<file path="config.mk">
export PLATFORM = sky130hd
export DESIGN_NAME = fetch_stage
export DESIGN_NICKNAME = d
export VERILOG_FILES = /design/src/rtl/fetch_stage.sv
export SDC_FILE = /design/constraint.sdc
export NUM_CORES = 1
export LEC_CHECK = 0
export ABC_AREA = 1
export BUFFER_PORTS_ARGS = -buffer_cell sky130_fd_sc_hd__buf_4
export CAP_MARGIN = 15
export CORE_ASPECT_RATIO = 1.2
export CORE_MARGIN = 10
export CORE_UTILIZATION = 50
export DETAILED_ROUTE_END_ITERATION = 10
export PLACE_DENSITY = 0.76
export SKIP_CTS_REPAIR_TIMING = 1
export SYNTH_ARGS = -nofsm -noshare
export SYNTH_HDL_FRONTEND = slang
export SYNTH_SLANG_ARGS = --single-unit
</file>
<file path="constraint.sdc">
create_clock -name clk -period 1.6 [get_ports clk]
set_input_delay 0.08 -clock clk [delete_from_list [all_inputs] [get_ports clk]]
set_output_delay 0.08 -clock clk [all_outputs]
set_load 0.05 [all_outputs]
</file>
<file path="src/rtl/fetch_stage.sv">
// RV32 instruction-fetch stage with IF/ID register. One outstanding imem request;
// absorbs memory latency, decode stalls/flushes and execute-stage redirects.
module fetch_stage #(
  parameter int               XLEN     = 32,
  parameter logic [XLEN-1:0]  RESET_PC = '0,
  parameter logic [31:0]      NOP      = 32'h0000_0013
) (
  input  logic            clk,
  input  logic            reset,
  output logic            imem_req,
  output logic [XLEN-1:0] imem_addr,
  input  logic            imem_gnt,
  input  logic            imem_rvalid,
  input  logic [31:0]     imem_rdata,
  input  logic            StallD,
  input  logic            FlushD,
  input  logic            PCSrcE,
  input  logic [XLEN-1:0] PCTargetE,
  output logic [31:0]     InstrD,
  output logic [XLEN-1:0] PCD,
  output logic [XLEN-1:0] PCPlus4D,
  output logic            ValidD
);

  typedef enum logic [1:0] {REQ, RESP, HOLD} state_t;

  state_t          state, state_n;
  logic [XLEN-1:0] pcf, pcf_n, req_pc, req_pc_n, hold_pc, target;
  logic [31:0]     hold_instr;
  logic            kill, kill_n, hold_we, ld_mem, ld_hold, advance;

  assign target  = PCTargetE & ~XLEN'(3);
  assign advance = !StallD && !FlushD;

  // Request is suppressed while reset is held so memory never sees a stale PC.
  assign imem_req  = (state == REQ) && !reset;
  assign imem_addr = pcf;

  always_comb begin
    state_n  = state;
    pcf_n    = pcf;
    req_pc_n = req_pc;
    kill_n   = kill;
    hold_we  = 1'b0;
    ld_mem   = 1'b0;
    ld_hold  = 1'b0;
    case (state)
      REQ: begin
        if (imem_gnt) begin
          state_n  = RESP;
          req_pc_n = pcf;
          kill_n   = PCSrcE;
        end
      end
      RESP: begin
        if (imem_rvalid) begin
          state_n = REQ;
          kill_n  = 1'b0;
          // Killed or redirected responses are dropped; PCF already points at the target.
          if (!kill && !PCSrcE) begin
            pcf_n = req_pc + XLEN'(4);
            if (advance) ld_mem = 1'b1;
            else begin
              hold_we = 1'b1;
              state_n = HOLD;
            end
          end
        end else if (PCSrcE) begin
          kill_n = 1'b1;
        end
      end
      HOLD: begin
        if (PCSrcE) state_n = REQ;
        else if (advance) begin
          ld_hold = 1'b1;
          state_n = REQ;
        end
      end
      default: state_n = REQ;
    endcase
    if (PCSrcE) pcf_n = target;
  end

  always_ff @(posedge clk) begin
    if (reset) begin
      state  <= REQ;
      pcf    <= RESET_PC;
      req_pc <= '0;
      kill   <= 1'b0;
    end else begin
      state  <= state_n;
      pcf    <= pcf_n;
      req_pc <= req_pc_n;
      kill   <= kill_n;
    end
  end

  always_ff @(posedge clk) begin
    if (reset) begin
      hold_instr <= NOP;
      hold_pc    <= '0;
    end else if (hold_we) begin
      hold_instr <= imem_rdata;
      hold_pc    <= req_pc;
    end
  end

  // Redirect and flush share the bubble path; stall simply holds.
  always_ff @(posedge clk) begin
    if (reset || PCSrcE || FlushD) begin
      InstrD   <= NOP;
      PCD      <= '0;
      PCPlus4D <= '0;
      ValidD   <= 1'b0;
    end else if (ld_mem) begin
      InstrD   <= imem_rdata;
      PCD      <= req_pc;
      PCPlus4D <= req_pc + XLEN'(4);
      ValidD   <= 1'b1;
    end else if (ld_hold) begin
      InstrD   <= hold_instr;
      PCD      <= hold_pc;
      PCPlus4D <= hold_pc + XLEN'(4);
      ValidD   <= 1'b1;
    end
  end

endmodule

</file>
==> impl_metrics.env <==
export IMPL_status="finished, violations left"
export IMPL_violations="hold timing, setup timing"
export IMPL_routed_wl_mm=51.5
export IMPL_grt_remaining_overflow=0
export IMPL_gp_congestion=0.972
export IMPL_critical_path_max_stage_delay_ns=0.35
export IMPL_htreeDepth=1
export IMPL_area_growth_pct=64.3
export IMPL_num_nets_final=2037
export IMPL_power_leakage_nw=7.41
export IMPL_worst_pin_slew_ns=0.886
export IMPL_cpLargestDelayFamily="buffers and inverters"
export IMPL_syn_area_mm2=0.0105
export IMPL_numCtsBuffers=24
export IMPL_drtIter0Drc=1328
export IMPL_required_ns=2.04
export IMPL_dieArea_mm2=0.0271
export IMPL_whs_path_depth=5
export IMPL_final_cell_area_mm2=0.0172
export IMPL_worstSkewPairLatency_ns=0.53
export IMPL_ant_nets=0
export IMPL_criticalPathCategory="register to register"
export IMPL_avgSynthCellArea_um2=6.89
export IMPL_yosys_warnings=0
export IMPL_yosysUniqueCellTypes=38
export IMPL_grt_first_pass_wirelength_mm=61.9
export IMPL_drc_errors=0
export IMPL_vias=13100
export IMPL_swShare_pct=26.9
export IMPL_ys_top_cells_by_area="dfxtp_1 43%, nand2_1 12%, o21ai_0 8.9%"
export IMPL_io_pins=201
export IMPL_antenna_found_initial=0
export IMPL_path_cells="inv_2, nor2_4, nand2_4, nor2_4, buf_12, buf_8, buf_12, clkbuf_16, nand2_1, o21ai_0, a21oi_1, nor2_1"
export IMPL_path_max_fanout=6
export IMPL_syn_inst=1518
export IMPL_intPower_mw=10.3
export IMPL_drt_pass1_iter_count=6
export IMPL_hold_ws_ns=-0.0728
export IMPL_setup_tns_ns=-7.32
export IMPL_syn_num_nets=1591
export IMPL_worst_slack_ns=-0.255
export IMPL_fp_dieW_um=152
export IMPL_io_buffers=198
export IMPL_coreArea_mm2=0.0204
export IMPL_die_h_um=178
export IMPL_peakVddDrop_v=0.000955
export IMPL_pwr_share_clk_pct=43.4
export IMPL_n_antenna_cell=0
export IMPL_post_route_period_util_pct=116
export IMPL_clock_sinks=226
export IMPL_clkSlewWorstSetupHoldPaths_ns=0.06
export IMPL_final_cell_mix="356 x buf_4, 252 x nand2_1, 200 x dfxtp_1"
export IMPL_final_common_cell="buf_4"
export IMPL_synth_seq_cells=226
export IMPL_end_kind="register"
export IMPL_root_buffer="clkbuf_16"
export IMPL_grt_util_all_layers_pct=27.8
export IMPL_grt_pass1_vias=11100
export IMPL_combPwrFrac_pct=14.1
export IMPL_seq_area_frac_synth_pct=43.3
export IMPL_p_per_area_mw_per_mm2=817
export IMPL_setup_violations=109
export IMPL_cp_start_kind="register"
export IMPL_maxCapViolCount=0
export IMPL_initial_core_util_pct=51.3
export IMPL_sequentialPowerShare_pct=42.5
export IMPL_grt_start_max_net_pins=65
export IMPL_rr_worst_depth=12
export IMPL_placementRows=57
export IMPL_cts_path_max_buffers=3
export IMPL_finalClockSkew_ns=0.0106
export IMPL_place_ws_ns=-0.277
export IMPL_path_depth=12
export IMPL_finalPower_mw=14.0
export IMPL_max_slew_margin_pct=40.9
export IMPL_wire_per_inst_um=22.9
export IMPL_hold_viol_final=4
export IMPL_yosysTopAreaCellShare_pct=43.3
export IMPL_fmax_mhz=539
export IMPL_tritoncts="built"
export IMPL_crit_buf_inv=5
export IMPL_finalMaxSlewViolations=0
export IMPL_rsz0062_at_grt="yes"
export IMPL_final_cells=2246
export IMPL_dpl_cell_count=2072
export IMPL_vias_per_cell=5.85
export IMPL_fin_util_pct=84.3
export IMPL_arrival_ns=2.29
export IMPL_fin_crit_ns=1.85
export IMPL_dpl_instance_area_mm2=0.0134
export IMPL_synth_top_cell_by_area="dfxtp_1"
export IMPL_net_switching_power_mw=3.77
export IMPL_slowest_stage="dfxtp_2"
export IMPL_hold_class="input pin to register"
export IMPL_drive_above_1_share_pct=38.7
export IMPL_place_hpwl_mm=30.5
==> area by class of cell <==
class	count	area, um^2
clock inverters	11	166
multi-input cells	1055	6130
flip-flops and latches	226	4570
clock buffers	32	682
repair buffers	500	4680
repair inverters	2	10.0
inverters	155	618
well taps	265	332
fillers	1210	3210
==> synthesized netlist by cell type, drive strengths merged <==
| master | n |
|---|---|
| nand3 | 60 |
| a311oi | 1 |
| o22ai | 17 |
| or2 | 1 |
| nand2 | 330 |
| xor2 | 12 |
| a21oi | 181 |
| inv | 153 |
| a2bb2oi | 1 |
| o211ai | 6 |
| nor2 | 199 |
| nand3b | 2 |
| clkinv | 2 |
| a22o | 10 |
| buf | 45 |
| o21bai | 1 |
| clkbuf | 40 |
| ha | 2 |
| dfxtp | 226 |
| xnor2 | 2 |
| o21ai | 195 |
| a31oi | 18 |
| nand4 | 6 |
| o2111ai | 3 |
| a211oi | 2 |
| nor3 | 3 |
==> worst reg2reg max path: cells and delay by family, from the launching register on <==
family          cells  cell delay, ns
compound gates      2            0.17
simple gates        5            0.56
buf+inv             5            0.69
flops               1            0.35
==> registers in the layout, summed over array words and instances, names as in the netlist <==
register,count
InstrD,32
PCD,32
PCPlus4D,30
ValidD,1
hold_instr,32
hold_pc,32
imem_addr,32
kill,1
req_pc,32
state,2
==> cells by family after synthesis <==
logic type	count (synthesis)	synth area share, %
xor+xnor	14	1.17
compound gates	435	22.0
buf+inv	240	9.99
simple gates	601	23.3
flops	226	43.3
fa+ha+maj	2	0.239
==> worst paths after layout <==
check	startpoint	to	slack (ns)
setup / recovery	state[0]	InstrD[17]	-0.25
hold / removal	PCTargetE[29]	imem_addr[29]	-0.07
setup reg to reg	state[0]	InstrD[17]	-0.25
hold reg to reg	hold_instr[19]	hold_instr[19]	0.46
==> metal layers <==
layer | wire (um) | up-vias | track usage (%)
met4 | 3510 | 0 | 10.3
met2 | 24900 | 861 | 47.2
met1 | 18600 | 6180 | 34.7
met5 | 0 | - | 0
li1 | - | 5876 | -
met3 | 4550 | 214 | 4.65
==> power by group through the flow <==
stage | Sequential [mW] | Clock, mW | Combinational, mW
floorplan | 6.21 | 0 | 0.556
detailed placement | 6.06 | 0 | 1.46
finish | 5.97 | 6.10 | 1.98
global placement | 6.06 | 0 | 1.45
CTS | 5.93 | 6.04 | 1.47
global route | 5.97 | 6.28 | 2.07
Power figures use the tool's default switching activity.
